[config.mk]
export PLATFORM = sky130hd
export DESIGN_NAME = gmii_rx_framer_flat
export DESIGN_NICKNAME = d
export VERILOG_FILES = /design/src/rtl/gmii_rx_framer_if.sv /design/src/rtl/gmii_rx_framer.sv /design/src/flat_wrapper.sv
export SDC_FILE = /design/constraint.sdc
export NUM_CORES = 1
export LEC_CHECK = 0
export ABC_AREA = 1
export ABC_CLOCK_PERIOD_IN_PS = 1770
export CAP_MARGIN = 20
export CORE_ASPECT_RATIO = 1.2
export CORE_MARGIN = 2
export CORE_UTILIZATION = 40
export CTS_CLUSTER_SIZE = 8
export DETAILED_ROUTE_END_ITERATION = 10
export DONT_BUFFER_PORTS = 1
export PLACE_DENSITY = 0.54
export SLEW_MARGIN = 20
export SYNTH_ARGS = -nofsm -noshare
export SYNTH_HDL_FRONTEND = slang
export SYNTH_SLANG_ARGS = --single-unit
[constraint.sdc]
create_clock -name sys_clk -period 1.77 [get_ports sys_clk]
set_input_delay 0.4425 -clock sys_clk [delete_from_list [all_inputs] [get_ports sys_clk]]
set_output_delay 0.4425 -clock sys_clk [all_outputs]
set_load 0.05 [all_outputs]
[src/rtl/gmii_rx_framer_if.sv]
// GMII receive inputs and PHY receive-FIFO write port seen by the framer.
interface gmii_rx_framer_if;
    logic        gmii_rx_dv;
    logic        gmii_rx_er;
    logic [7:0]  gmii_rxd;
    logic [17:0] phy_din;
    logic        phy_wr_en;
    logic        phy_full;

    modport master (
        input  gmii_rx_dv,
        input  gmii_rx_er,
        input  gmii_rxd,
        input  phy_full,
        output phy_din,
        output phy_wr_en
    );

    modport slave (
        output gmii_rx_dv,
        output gmii_rx_er,
        output gmii_rxd,
        output phy_full,
        input  phy_din,
        input  phy_wr_en
    );
endinterface

[src/rtl/gmii_rx_framer.sv]
// GMII receive framer: strips preamble/SFD and packs frame bytes into flagged
// 16-bit words (little-first) for the PHY receive FIFO.
module gmii_rx_framer #(
    parameter int MAX_BYTES = 2047
) (
    input  logic              sys_clk,
    input  logic              sys_rst_n,
    gmii_rx_framer_if.master  bus,
    output logic [7:0]        phy_rx_count,
    output logic [15:0]       drop_count,
    output logic [15:0]       err_count
);
    localparam logic [1:0]  FL_MORE  = 2'b11;
    localparam logic [1:0]  FL_LAST2 = 2'b01;
    localparam logic [1:0]  FL_LAST1 = 2'b10;
    localparam logic [15:0] MAX_CNT  = 16'(MAX_BYTES);

    typedef enum logic [2:0] {IDLE, PREAMBLE, DATA, FLUSH, TERM, DROP} state_t;
    state_t state;

    logic [7:0]  lo_p0;
    logic        vld_p0;
    logic [15:0] held_p1;
    logic        vld_p1;
    logic [17:0] din_p2;
    logic        vld_p2;
    logic [15:0] byte_cnt;
    logic        err_f;
    logic        ovf_f;
    logic        trunc_f;
    logic        bad;

    function automatic logic [15:0] sat_inc(input logic [15:0] v);
        return (v == 16'hFFFF) ? v : v + 16'd1;
    endfunction

    assign bad           = err_f | ovf_f;
    assign bus.phy_din   = din_p2;
    assign bus.phy_wr_en = vld_p2;

    always_ff @(posedge sys_clk) begin
        if (!sys_rst_n) begin
            state        <= IDLE;
            lo_p0        <= 8'h00;
            vld_p0       <= 1'b0;
            held_p1      <= 16'h0000;
            vld_p1       <= 1'b0;
            din_p2       <= 18'h0;
            vld_p2       <= 1'b0;
            byte_cnt     <= 16'h0000;
            err_f        <= 1'b0;
            ovf_f        <= 1'b0;
            trunc_f      <= 1'b0;
            phy_rx_count <= 8'h00;
            drop_count   <= 16'h0000;
            err_count    <= 16'h0000;
        end else begin
            vld_p2 <= 1'b0;
            case (state)
                IDLE: begin
                    if (bus.gmii_rx_dv) begin
                        if (bus.gmii_rxd == 8'h55) begin
                            state <= PREAMBLE;
                        end else begin
                            state      <= DROP;
                            drop_count <= sat_inc(drop_count);
                        end
                    end
                end
                PREAMBLE: begin
                    if (!bus.gmii_rx_dv) begin
                        state <= IDLE;
                    end else if (bus.gmii_rxd == 8'h55) begin
                        state <= PREAMBLE;
                    end else if (bus.gmii_rxd == 8'hD5 && !bus.phy_full) begin
                        state    <= DATA;
                        vld_p0   <= 1'b0;
                        vld_p1   <= 1'b0;
                        byte_cnt <= 16'h0000;
                        err_f    <= 1'b0;
                        ovf_f    <= 1'b0;
                        trunc_f  <= 1'b0;
                    end else begin
                        state      <= DROP;
                        drop_count <= sat_inc(drop_count);
                    end
                end
                // p0 assembles the low byte, p1 holds a completed pair, p2 is the FIFO write
                DATA: begin
                    if (bus.gmii_rx_dv) begin
                        if (bus.gmii_rx_er) err_f <= 1'b1;
                        if (!trunc_f) begin
                            // Oversize means a byte arrived that could not be stored.
                            if (byte_cnt == MAX_CNT) begin
                                ovf_f <= 1'b1;
                            end else begin
                                byte_cnt <= byte_cnt + 16'd1;
                                if (!vld_p0) begin
                                    lo_p0  <= bus.gmii_rxd;
                                    vld_p0 <= 1'b1;
                                end else begin
                                    vld_p0 <= 1'b0;
                                    if (!vld_p1) begin
                                        held_p1 <= {bus.gmii_rxd, lo_p0};
                                        vld_p1  <= 1'b1;
                                    end else if (bus.phy_full) begin
                                        trunc_f <= 1'b1;
                                        vld_p1  <= 1'b0;
                                    end else begin
                                        din_p2  <= {FL_MORE, held_p1};
                                        vld_p2  <= 1'b1;
                                        held_p1 <= {bus.gmii_rxd, lo_p0};
                                    end
                                end
                            end
                        end
                    end else if (trunc_f) begin
                        state <= TERM;
                    end else if (vld_p1) begin
                        if (bus.phy_full) begin
                            trunc_f <= 1'b1;
                            state   <= TERM;
                        end else begin
                            vld_p1 <= 1'b0;
                            vld_p2 <= 1'b1;
                            if (!vld_p0 && !bad) begin
                                din_p2       <= {FL_LAST2, held_p1};
                                phy_rx_count <= phy_rx_count + 8'd1;
                                state        <= IDLE;
                            end else begin
                                din_p2 <= {FL_MORE, held_p1};
                                state  <= vld_p0 ? FLUSH : TERM;
                            end
                        end
                    end else begin
                        state <= vld_p0 ? FLUSH : TERM;
                    end
                end
                FLUSH: begin
                    if (bus.phy_full) begin
                        trunc_f <= 1'b1;
                        state   <= TERM;
                    end else begin
                        vld_p0 <= 1'b0;
                        vld_p2 <= 1'b1;
                        if (bad) begin
                            din_p2 <= {FL_MORE, 8'h00, lo_p0};
                            state  <= TERM;
                        end else begin
                            din_p2       <= {FL_LAST1, 8'h00, lo_p0};
                            phy_rx_count <= phy_rx_count + 8'd1;
                            state        <= IDLE;
                        end
                    end
                end
                TERM: begin
                    if (!bus.phy_full) begin
                        din_p2       <= 18'h0;
                        vld_p2       <= 1'b1;
                        phy_rx_count <= phy_rx_count + 8'd1;
                        if (bad || trunc_f) err_count <= sat_inc(err_count);
                        if (bus.gmii_rx_dv) begin
                            state      <= DROP;
                            drop_count <= sat_inc(drop_count);
                        end else begin
                            state <= IDLE;
                        end
                    end
                end
                DROP: begin
                    if (!bus.gmii_rx_dv) state <= IDLE;
                end
                default: state <= IDLE;
            endcase
        end
    end
endmodule

[src/flat_wrapper.sv]
// flat-port wrapper written by rule: the top's interface ports become plain ports
module gmii_rx_framer_flat 
#(
    parameter int MAX_BYTES = 2047
)
  (sys_clk, sys_rst_n, phy_rx_count, drop_count, err_count, bus_gmii_rx_dv, bus_gmii_rx_er, bus_gmii_rxd, bus_phy_full, bus_phy_din, bus_phy_wr_en);
  gmii_rx_framer_if bus_i ();
  input  logic sys_clk;
  input  logic sys_rst_n;
  output logic [7:0] phy_rx_count;
  output logic [15:0] drop_count;
  output logic [15:0] err_count;
  input wire logic [$bits(bus_i.gmii_rx_dv)-1:0] bus_gmii_rx_dv;
  input wire logic [$bits(bus_i.gmii_rx_er)-1:0] bus_gmii_rx_er;
  input wire logic [$bits(bus_i.gmii_rxd)-1:0] bus_gmii_rxd;
  input wire logic [$bits(bus_i.phy_full)-1:0] bus_phy_full;
  output wire logic [$bits(bus_i.phy_din)-1:0] bus_phy_din;
  output wire logic [$bits(bus_i.phy_wr_en)-1:0] bus_phy_wr_en;
  assign bus_i.gmii_rx_dv = bus_gmii_rx_dv;
  assign bus_i.gmii_rx_er = bus_gmii_rx_er;
  assign bus_i.gmii_rxd = bus_gmii_rxd;
  assign bus_i.phy_full = bus_phy_full;
  assign bus_phy_din = bus_i.phy_din;
  assign bus_phy_wr_en = bus_i.phy_wr_en;
  gmii_rx_framer #(.MAX_BYTES(MAX_BYTES)) u_core (.sys_clk(sys_clk), .sys_rst_n(sys_rst_n), .bus(bus_i), .phy_rx_count(phy_rx_count), .drop_count(drop_count), .err_count(err_count));
endmodule
==> results of run 1 <==
cells in the final DEF (no fill, tap or decap), types with 2 or more instances in the layout:
cell type	count
a21oi_1	88
a21oi_2	11
buf_12	6
buf_4	86
buf_6	3
clkbuf_1	2
clkbuf_16	11
clkbuf_8	2
dfxtp_1	86
dfxtp_2	18
dfxtp_4	3
ha_1	3
inv_1	77
inv_2	8
inv_4	2
nand2_1	203
nand2_2	14
nand2_4	5
nand3_1	58
nand3_4	2
nand3b_1	9
nand4_1	16
nor2_1	100
nor2_2	7
nor2_4	7
nor3_1	15
nor3_2	4
o21ai_0	35
o21ai_1	3
o22ai_1	8
xnor2_1	11
xor2_1	25
flip-flops by register name, indices dropped and copies added, names as in the netlist:
name / flops
u_core.bus.phy_din: 18
u_core.byte_cnt: 16
u_core.drop_count: 16
u_core.err_count: 16
u_core.held_p1: 16
u_core.lo_p0: 8
u_core.phy_rx_count: 8
u_core.state: 3
u_core.bus.phy_wr_en: 1
u_core.err_f: 1
u_core.ovf_f: 1
u_core.trunc_f: 1
u_core.vld_p0: 1
u_core.vld_p1: 1
synthesized netlist by cell type, types with 13 or more instances:
cell | n | area share
a21oi_1 | 89 | 0.076
clkbuf_1 | 13 | 0.0084
dfxtp_1 | 107 | 0.37
inv_1 | 77 | 0.049
nand2_1 | 207 | 0.13
nand2_2 | 15 | 0.016
nand3_1 | 58 | 0.050
nand4_1 | 16 | 0.017
nor2_1 | 106 | 0.068
nor3_1 | 16 | 0.014
o21ai_0 | 36 | 0.031
xor2_1 | 25 | 0.037
power groups by stage:
| stage | clock, mW | sequential (mW) | combinational (mW) |
|---|---|---|---|
| 3_3_place_gp | 0 | 3.78 | 2.38 |
| 4_1_cts | 2.16 | 3.74 | 2.45 |
| 2_1_floorplan | 0 | 3.85 | 1.64 |
| 6_report | 2.10 | 3.74 | 2.58 |
| 5_1_grt | 2.27 | 3.78 | 2.84 |
| 3_5_place_dp | 0 | 3.79 | 2.41 |
layer usage:
layer	track usage	vias to the layer above
met5	0	-
met4	0.0928	0
met3	0.0432	27
met2	0.360	98
met1	0.234	2665
li1	-	2947
cell families after synthesis:
| logic type | Yosys count |
|---|---|
| AND/OR/NAND/NOR | 445 |
| adder cells (fa/ha/maj) | 4 |
| buffers and inverters | 122 |
| XOR/XNOR | 36 |
| flip-flops | 107 |
| AO/OA/AOI/OAI | 152 |
path summary, 6_finish.rpt:
| kind | from | endpoint | slack [ns] | depth (start not counted) |
|---|---|---|---|---|
| worst max-delay path | u_core.byte_cnt[1] | u_core.bus.phy_din[1] | 0.12 | 11 |
| worst min-delay path | sys_rst_n | u_core.bus.phy_din[10] | 0.21 | 2 |
| worst max register to register | u_core.byte_cnt[1] | u_core.bus.phy_din[1] | 0.12 | 11 |
| worst min register to register | u_core.held_p1[14] | u_core.held_p1[14] | 0.45 | 2 |
worst register-to-register path: cells and delay by family (launching register included):
kind	cells	cell delay, ns
flip-flops	1	0.37
buffers and inverters	1	0.15
adder cells (fa/ha/maj)	1	0.15
AND/OR/NAND/NOR	9	0.88
what timing repair did:
| action | 4_1_cts | 5_1_grt |
|---|---|---|
| setup buffers | 0 | 5 |
| pin swaps | 0 | 5 |
| endpoints found under the hold margin | 0 | 0 |
| hold buffers | 0 | 0 |
| endpoints found under the setup margin | 29 | 76 |
| cloned | 0 | 2 |
| gates resized for setup | 5 | 35 |
area by class of cell:
cell class	count	share of cell area
Sequential cell	107	0.303
Tap cell	175	0.0305
Clock inverter	3	0.00611
Clock buffer	13	0.0363
Timing Repair Buffer	97	0.118
Multi-Input combinational cell	637	0.459
Inverter	88	0.0467
per-stage QoR:
step                power, mW  instances  worst slack [ns]  hold WS [ns]
global placement         6.17       1097            0.0276         0.437
global route             8.88       1120           -0.0147         0.196
CTS                      8.35       1113          -0.00294         0.197
finish                   8.41       1120             0.117         0.211
floorplan                5.49        866            0.0207         0.424
detailed placement       6.21       1097           -0.0372         0.443
==> results.toml, run 1 <==
[sta]
drv_slew = 0
clock.fmax_mhz = 605
setup_viol = 0
period_share = 0.934
min_period_ns = 1.65
final.setup.tns_ns = 0
max-slew-margin-rel = 0.619
hold_viol = 0
max_slew.worst_pin.slew_ns = 0.571
fin_worst_skew_ns = 0.00724

[logic_synthesis]
syn-num-nets = 883
syn-cell-area_um2 = 5840
synth.distinct_cells = 36
synth_cells = 866
synth_top_family_by_area = "simple AND/OR/NAND/NOR gates"
ys_warn_count = 0
synth-seq-area-share = 0.367
synth-compound-area-share = 0.141
async_flop_share = 0
synth_edf_count = 0
synthMuxAreaShare = 0
synth-xor-area-share = 0.0540
synth_fa_ha_area_frac = 0.00857
synthSimpleGateAreaFrac = 0.339
ys_dominant_reg_cell = "dfxtp_1"
syn_avg_cell_area_um2 = 6.74
ys_seq_elements = 107

[die]
rows = 48
core_area_um2 = 14400
die_x_um = 114
start_util = 0.407
die_y_um = 136
dieArea_um2 = 15600
ios = 72

[run]
cap_violations = 0

[global_routing]
grt_overflow_total = 0
grt_util_all_layers = 0.203
grt_pass1_wl_um = 25600
grt_pass1_vias = 5547
grt_max_degree = 55
antenna_found_initial = 0

[setup_path]
worst-setup-path-type = "reg2reg"
slowest_delay_ns = 0.37
critPathMostFrequentCell = "nand2_4"
worst_path_max_delay_cell = "dfxtp_4"
worstPathRequired_ns = 2.01
endpoint_kind = "flip-flop"
crit_path_start_kind = "flip-flop"
path_delay_family = "simple AND/OR/NAND/NOR gates"
crit_fanout = 16
worstPathCellList = "ha_4, nand3_4, nor2_4, nand2_4, nand2_4, nand3_2, nand2_4, buf_12, nand3b_1, nand2_1, nor2_1"
cp_data_arrival_time_ns = 1.90
path_buf_inv = 1

[layout]
finalInstanceArea_um2 = 7170
final_nets = 957
ff_latch_area_um2 = 2180
drive_gt1_frac = 0.211
post-route-util = 0.500
syn2layout_area_growth_pct = 22.8
n_fill_cell = 1451
antennaDiodeCount = 0
multi_input_area_um2 = 3290

[power_and_ir_drop]
p_int_mw = 4.92
cellPowerDensity_nw_per_um2 = 1170
pwr-share-clk = 0.250
swShare = 0.415
combPwrFrac = 0.306
leakage_nw = 2.78
power.switching_mw = 3.49
max-vdd-ir-drop_mv = 0.441
p_seq_frac = 0.444

[route]
routed-wl-met2_um = 8040
wl_um = 15700
routedWlPerCell_um = 14.0
viasPerCell = 5.12
routed.top_layer = "met4"
wl_met1_um = 6670
drt_pass1_iterations = 5
drc = 0
drt_iter0_drc = 362
wl_met3_um = 555
vias = 5737
drtAntennaViolNets = 0

[hold_path]
hp-class = "in2reg"

[clock_network]
cts_tree = "done"
h-tree-depth = 3
numCtsBuffers = 9
clk_pin_slew_ns = 0.07
cts_sinks = 107
root_buffer = "clkbuf_16"
clockBufferDepth = 2
clk_latency_ns = 0.35

[placed_design]
portBuffers = 0
dpl.hpwl_um = 11400
place_area_um2 = 6630
place.gp.congestion = 0.909

[status]
outcome = "finished, final reports clean"
(Power assumes the default switching activity.)
==> run 2: changes to the inputs <==
--- a/config.mk
+++ b/config.mk
@@ -14,6 +14,7 @@
 export CTS_CLUSTER_SIZE = 8
 export DETAILED_ROUTE_END_ITERATION = 10
 export DONT_BUFFER_PORTS = 1
+export GPL_ROUTABILITY_DRIVEN = 0
 export PLACE_DENSITY = 0.54
 export SLEW_MARGIN = 20
 export SYNTH_ARGS = -nofsm -noshare
==> run 2 against run 1 <==
Net effect:
- non-clock buffer count decreased by 4
- combinational power increased by 2%
- cell count decreased by 0.36%
- clock power about the same
- critical path depth decreased by 1
- utilization increased by 0.12 points
- maximum frequency decreased by 3.9%
==> results.toml, run 2 (synthesis results as in run 1) <==
[setup_path]
crit_start = "u_core.state[1]"
crit_path_start_kind = "flip-flop"
endpoint_kind = "flip-flop"
worstPathRequired_ns = 2.02
cp_data_arrival_time_ns = 1.97
crit_fanout = 13
r2r_start = "u_core.state[1]"
worst-setup-path-type = "reg2reg"

[layout]
antennaDiodeCount = 0
final_nets = 953
syn2layout_area_growth_pct = 23.1
mostFrequentLayoutCells = "201 x nand2_1, 101 x nor2_1, 88 x a21oi_1"
final_common_cell = "nand2_1"
n_fill_cell = 1435
largest_reg_flops = 18
stdcell_count = 1116
drive_gt1_frac = 0.209

[route]
routed.top_layer = "met4"
drt_iter0_drc = 329
wl_met3_um = 612
drtAntennaViolNets = 0
wl_met1_um = 6710
viasPerCell = 5.25
routed-wl-met2_um = 8430
drt_pass1_iterations = 5
vias = 5860
drc = 0
routedWlPerCell_um = 14.4
wl_um = 16100

[die]
start_util = 0.407
die_x_um = 114
ios = 72
rows = 48
dieArea_um2 = 15600
die_y_um = 136
core_area_um2 = 14400

[global_routing]
grt_overflow_total = 0
grt_pass1_wl_um = 25700
grt_pass1_vias = 5613
antenna_found_initial = 0
grt_util_all_layers = 0.203
grt_max_degree = 55

[status]
outcome = "finished, final reports clean"

[clock_network]
clk_pin_slew_ns = 0.07
h-tree-depth = 3
numCtsBuffers = 9
cts_sinks = 107
cts_tree = "done"
clk_latency_ns = 0.36
clockBufferDepth = 2
root_buffer = "clkbuf_16"

[placed_design]
portBuffers = 0
placed_cells_incl_taps = 1095
dpl.hpwl_um = 11400

[sta]
max-slew-margin-rel = 0.621
min_period_ns = 1.72
setup_viol = 0
max_slew.worst_pin.slew_ns = 0.567
drv_slew = 0
period_share = 0.971
fin_worst_skew_ns = 0.00862
hold_viol = 0
clock.fmax_mhz = 582
rsz0062_at_grt = "yes"

[run]
cap_violations = 0

[power_and_ir_drop]
cellPowerDensity_nw_per_um2 = 1180
leakage_nw = 2.79
max-vdd-ir-drop_mv = 0.510
finalPower_mw = 8.49

[hold_path]
hp-start = "sys_rst_n"
hp-class = "in2reg"
-- run 2: changes by cell type in the layout (fill, tap and decap cells not counted), moves of 2 or more --
cell | previous run | this run
buf_4 | 86 | 83
buf_6 | 3 | 1
nand3_2 | 1 | 3
nand2_1 | 203 | 201
nor2_2 | 7 | 5
nand3_1 | 58 | 56
nand2_4 | 5 | 7
-- run 2: final timing paths --
path	to	slack (ns)	cells past startpoint
hold reg to reg	u_core.held_p1[15]	0.45	2
hold / removal	u_core.bus.phy_din[8]	0.20	2
setup / recovery	u_core.bus.phy_din[16]	0.05	10
setup reg to reg	u_core.bus.phy_din[16]	0.05	10
-- run 2: repair_timing --
| action | 4_1_cts | 5_1_grt |
|---|---|---|
| endpoints found under the hold margin | 0 | 0 |
| hold buffers | 0 | 0 |
| endpoints found under the setup margin | 25 | 59 |
| resized for setup | 11 | 34 |
| cloned | 1 | 2 |
| setup buffers | 1 | 1 |
| pin swaps | 1 | 6 |
-- run 2: per-layer routing --
metal / track usage / vias up
met4: 0.0711 / 0
met2: 0.381 / 108
li1: - / 2953
met3: 0.0397 / 26
met5: 0 / -
met1: 0.227 / 2773
-- run 2: layout make-up --
| cell class | instances | area (µm²) | share of cell area |
|---|---|---|---|
| Timing Repair Buffer | 93 | 832 | 0.116 |
| Clock buffer | 13 | 260 | 0.0362 |
| Tap cell | 175 | 219 | 0.0305 |
| Multi-Input combinational cell | 637 | 3330 | 0.463 |
| Inverter | 88 | 333 | 0.0463 |
| Sequential cell | 107 | 2170 | 0.302 |
| Clock inverter | 3 | 43.8 | 0.00609 |
-- run 2: critical path: stages, from the launching register on --
cell,delay [ns]
dfxtp_2,0.40
inv_2,0.07
nor2_4,0.17
nand3_2,0.13
nand2_2,0.14
nor2_4,0.06
o21ai_2,0.07
nand2_4,0.10
bufbuf_16,0.30
a21oi_2,0.13
nor2_1,0.06
-- run 2: metrics by stage --
stage | worst slack (ns) | TNS (ns) | instance area, µm² | utilization | hold WS (ns)
finish | 0.0505 | 0 | 7190 | 0.501 | 0.197
global route | -0.0302 | -0.190 | 7190 | 0.501 | 0.204
CTS | 0.0203 | 0 | 6990 | 0.487 | 0.192
detailed placement | -0.0141 | -0.0528 | 6610 | 0.461 | 0.446
global placement | -0.0114 | -0.0366 | 6610 | 0.461 | 0.437
floorplan | 0.0207 | 0 | 5860 | - | 0.424
-- run 2: report_power, final --
part	internal (mW)	switching (mW)	total, mW
logic	1.05	1.58	2.63
registers	2.72	1.03	3.75
clock network	1.18	0.927	2.11
==> run 3: changes to the inputs <==
--- a/config.mk
+++ b/config.mk
@@ -6,7 +6,7 @@
 export NUM_CORES = 1
 export LEC_CHECK = 0
 export ABC_AREA = 1
-export ABC_CLOCK_PERIOD_IN_PS = 1770
+export ABC_CLOCK_PERIOD_IN_PS = 1600
 export CAP_MARGIN = 20
 export CORE_ASPECT_RATIO = 1.2
 export CORE_MARGIN = 2
@@ -14,8 +14,7 @@
 export CTS_CLUSTER_SIZE = 8
 export DETAILED_ROUTE_END_ITERATION = 10
 export DONT_BUFFER_PORTS = 1
-export GPL_ROUTABILITY_DRIVEN = 0
-export PLACE_DENSITY = 0.54
+export PLACE_DENSITY = 0.52
 export SLEW_MARGIN = 20
 export SYNTH_ARGS = -nofsm -noshare
 export SYNTH_HDL_FRONTEND = slang
==> constraint.sdc (replaced) <==
create_clock -name sys_clk -period 1.6 [get_ports sys_clk]
set_input_delay 0.4 -clock sys_clk [delete_from_list [all_inputs] [get_ports sys_clk]]
set_output_delay 0.4 -clock sys_clk [all_outputs]
set_load 0.05 [all_outputs]
==> run 3 against run 2 <==
Net effect:
- the run now ends with negative setup slack left
- hold slack got worse by 0.041 ns
- via count is 0.97% higher
- power grew 12%
- register-to-register slack got worse by 0.08 ns
- non-clock buffer count is 46 higher
- sequential power increased by 10%
- utilization grew 4.6 points
- clock power is 3% higher
- design area up 9.2%
- critical path type unchanged
==> results.toml, run 3 (synthesis results as in run 1) <==
[clock_network]
h-tree-depth = 3
clk_latency_ns = 0.36
clk_pin_slew_ns = 0.08
clockBufferDepth = 2
numCtsBuffers = 9
holdBufCountCts = 0
root_buffer = "clkbuf_16"
cts_sinks = 107
cts_tree = "done"

[placed_design]
dpl.hpwl_um = 11500
placed_cells_incl_taps = 1132
portBuffers = 0
place_area_um2 = 7040
place.gp.congestion = 0.883

[status]
violations = "negative setup slack"
outcome = "finished with violations"

[global_routing]
grt_pass1_vias = 5449
antenna_found_initial = 0
grt_util_all_layers = 0.200
grt_max_degree = 55
grt_overflow_total = 0
grt_pass1_wl_um = 25400

[sta]
drv_slew = 0
rsz0062_at_grt = "yes"
fin_worst_skew_ns = 0.0106
max-slew-margin-rel = 0.633
period_share = 1.02
fin_ws_ns = -0.0335
hold_viol = 0
max_slew.worst_pin.slew_ns = 0.550
hold_slack_ns = 0.157
setup_viol = 38
clock.fmax_mhz = 612
min_period_ns = 1.63

[route]
drt_pass1_iterations = 5
wl_um = 16700
vias = 5917
drtAntennaViolNets = 0
drt_iter0_drc = 297
routedWlPerCell_um = 14.3
drc = 0
viasPerCell = 5.09

[layout]
final_common_cell = "nand2_1"
multi_input_area_um2 = 3570
drive_gt1_frac = 0.321
antennaDiodeCount = 0
mostFrequentLayoutCells = "187 x nand2_1, 118 x buf_4, 100 x nor2_1"
final_nets = 1000
post-route-util = 0.547
syn2layout_area_growth_pct = 34.5
largest_reg_flops = 18
stdcell_count = 1163
finalInstanceArea_um2 = 7860
n_fill_cell = 1390
ff_latch_area_um2 = 2220

[power_and_ir_drop]
leakage_nw = 3.09
cellPowerDensity_nw_per_um2 = 1210
max-vdd-ir-drop_mv = 0.669

[setup_path]
worstPathCellList = "ha_4, nand3_4, nor2_4, nand2_4, buf_6, nand4_1, buf_4, clkbuf_16, a21oi_1"
crit_path_start_kind = "flip-flop"
slowest_delay_ns = 0.35
worst-setup-path-type = "reg2reg"
path_delay_family = "simple AND/OR/NAND/NOR gates"
worstPathRequired_ns = 1.85
cp_data_arrival_time_ns = 1.88
worst_path_max_delay_cell = "dfxtp_2"
endpoint_kind = "flip-flop"
path_buf_inv = 3
crit_fanout = 8

[die]
ios = 72
dieArea_um2 = 15600
rows = 48
die_y_um = 136
start_util = 0.407
core_area_um2 = 14400
die_x_um = 114

[run]
cap_violations = 0

[hold_path]
hp-class = "in2reg"
run 3: cell count changes in the layout (fill, tap and decap cells not counted), moves of 12 or more:
cell / before / now
buf_4: 83 / 118
a21oi_1: 88 / 58
a21oi_2: 11 / 41
o21ai_0: 35 / 15
o21ai_1: 3 / 18
nand2_1: 201 / 187
nand2_2: 13 / 26
dfxtp_4: 3 / 15
run 3: repair_timing:
action,4_1_cts,5_1_grt
resized for setup,29,98
pin swaps,6,48
cloned,0,5
setup endpoints to repair,69,102
buffers inserted,2,8
run 3: cell type report:
cell class,instances,share of cell area
Clock buffer,10,0.0291
Clock inverter,6,0.00653
Inverter,88,0.0427
Multi-Input combinational cell,638,0.455
Sequential cell,107,0.282
Tap cell,175,0.0279
Timing Repair Buffer,139,0.157
run 3: worst paths after layout:
check | startpoint | endpoint | slack, ns | cells past startpoint
worst max-delay path | u_core.byte_cnt[1] | u_core.held_p1[15] | -0.03 | 9
worst min-delay path | sys_rst_n | u_core.lo_p0[4] | 0.16 | 2
worst min register to register | u_core.ovf_f | u_core.ovf_f | 0.45 | 2
worst max register to register | u_core.byte_cnt[1] | u_core.held_p1[15] | -0.03 | 9
run 3: through the flow:
stage | power [mW] | setup TNS [ns] | worst slack, ns
after global routing | 10.1 | -8.56 | -0.157
after detailed placement | 7.03 | -5.07 | -0.201
final | 9.53 | -0.498 | -0.0335
after global placement | 6.94 | -3.58 | -0.213
after CTS | 9.32 | -0.000189 | -0.000189
after floorplan | 6.09 | -0.379 | -0.0582
run 3: worst register-to-register path: stages, from the launching register on:
cell and delay (ns):
dfxtp_2 0.35, ha_4 0.15, nand3_4 0.09, nor2_4 0.17
nand2_4 0.09, buf_6 0.12, nand4_1 0.15, buf_4 0.18
clkbuf_16 0.16, a21oi_1 0.07
run 3: power by group:
group	leakage [nW]	switching, mW	internal, mW
clock network	0.140	1.08	1.09
logic	2.07	1.89	1.34
registers	0.885	1.14	2.99
run 3: per-layer routing:
| layer | global-route usage | share of wire |
|---|---|---|
| met2 | 0.345 | 0.50 |
| met3 | 0.0388 | 0.043 |
| met5 | 0 | 0 |
| met1 | 0.255 | 0.45 |
| met4 | 0.0515 | 0.013 |
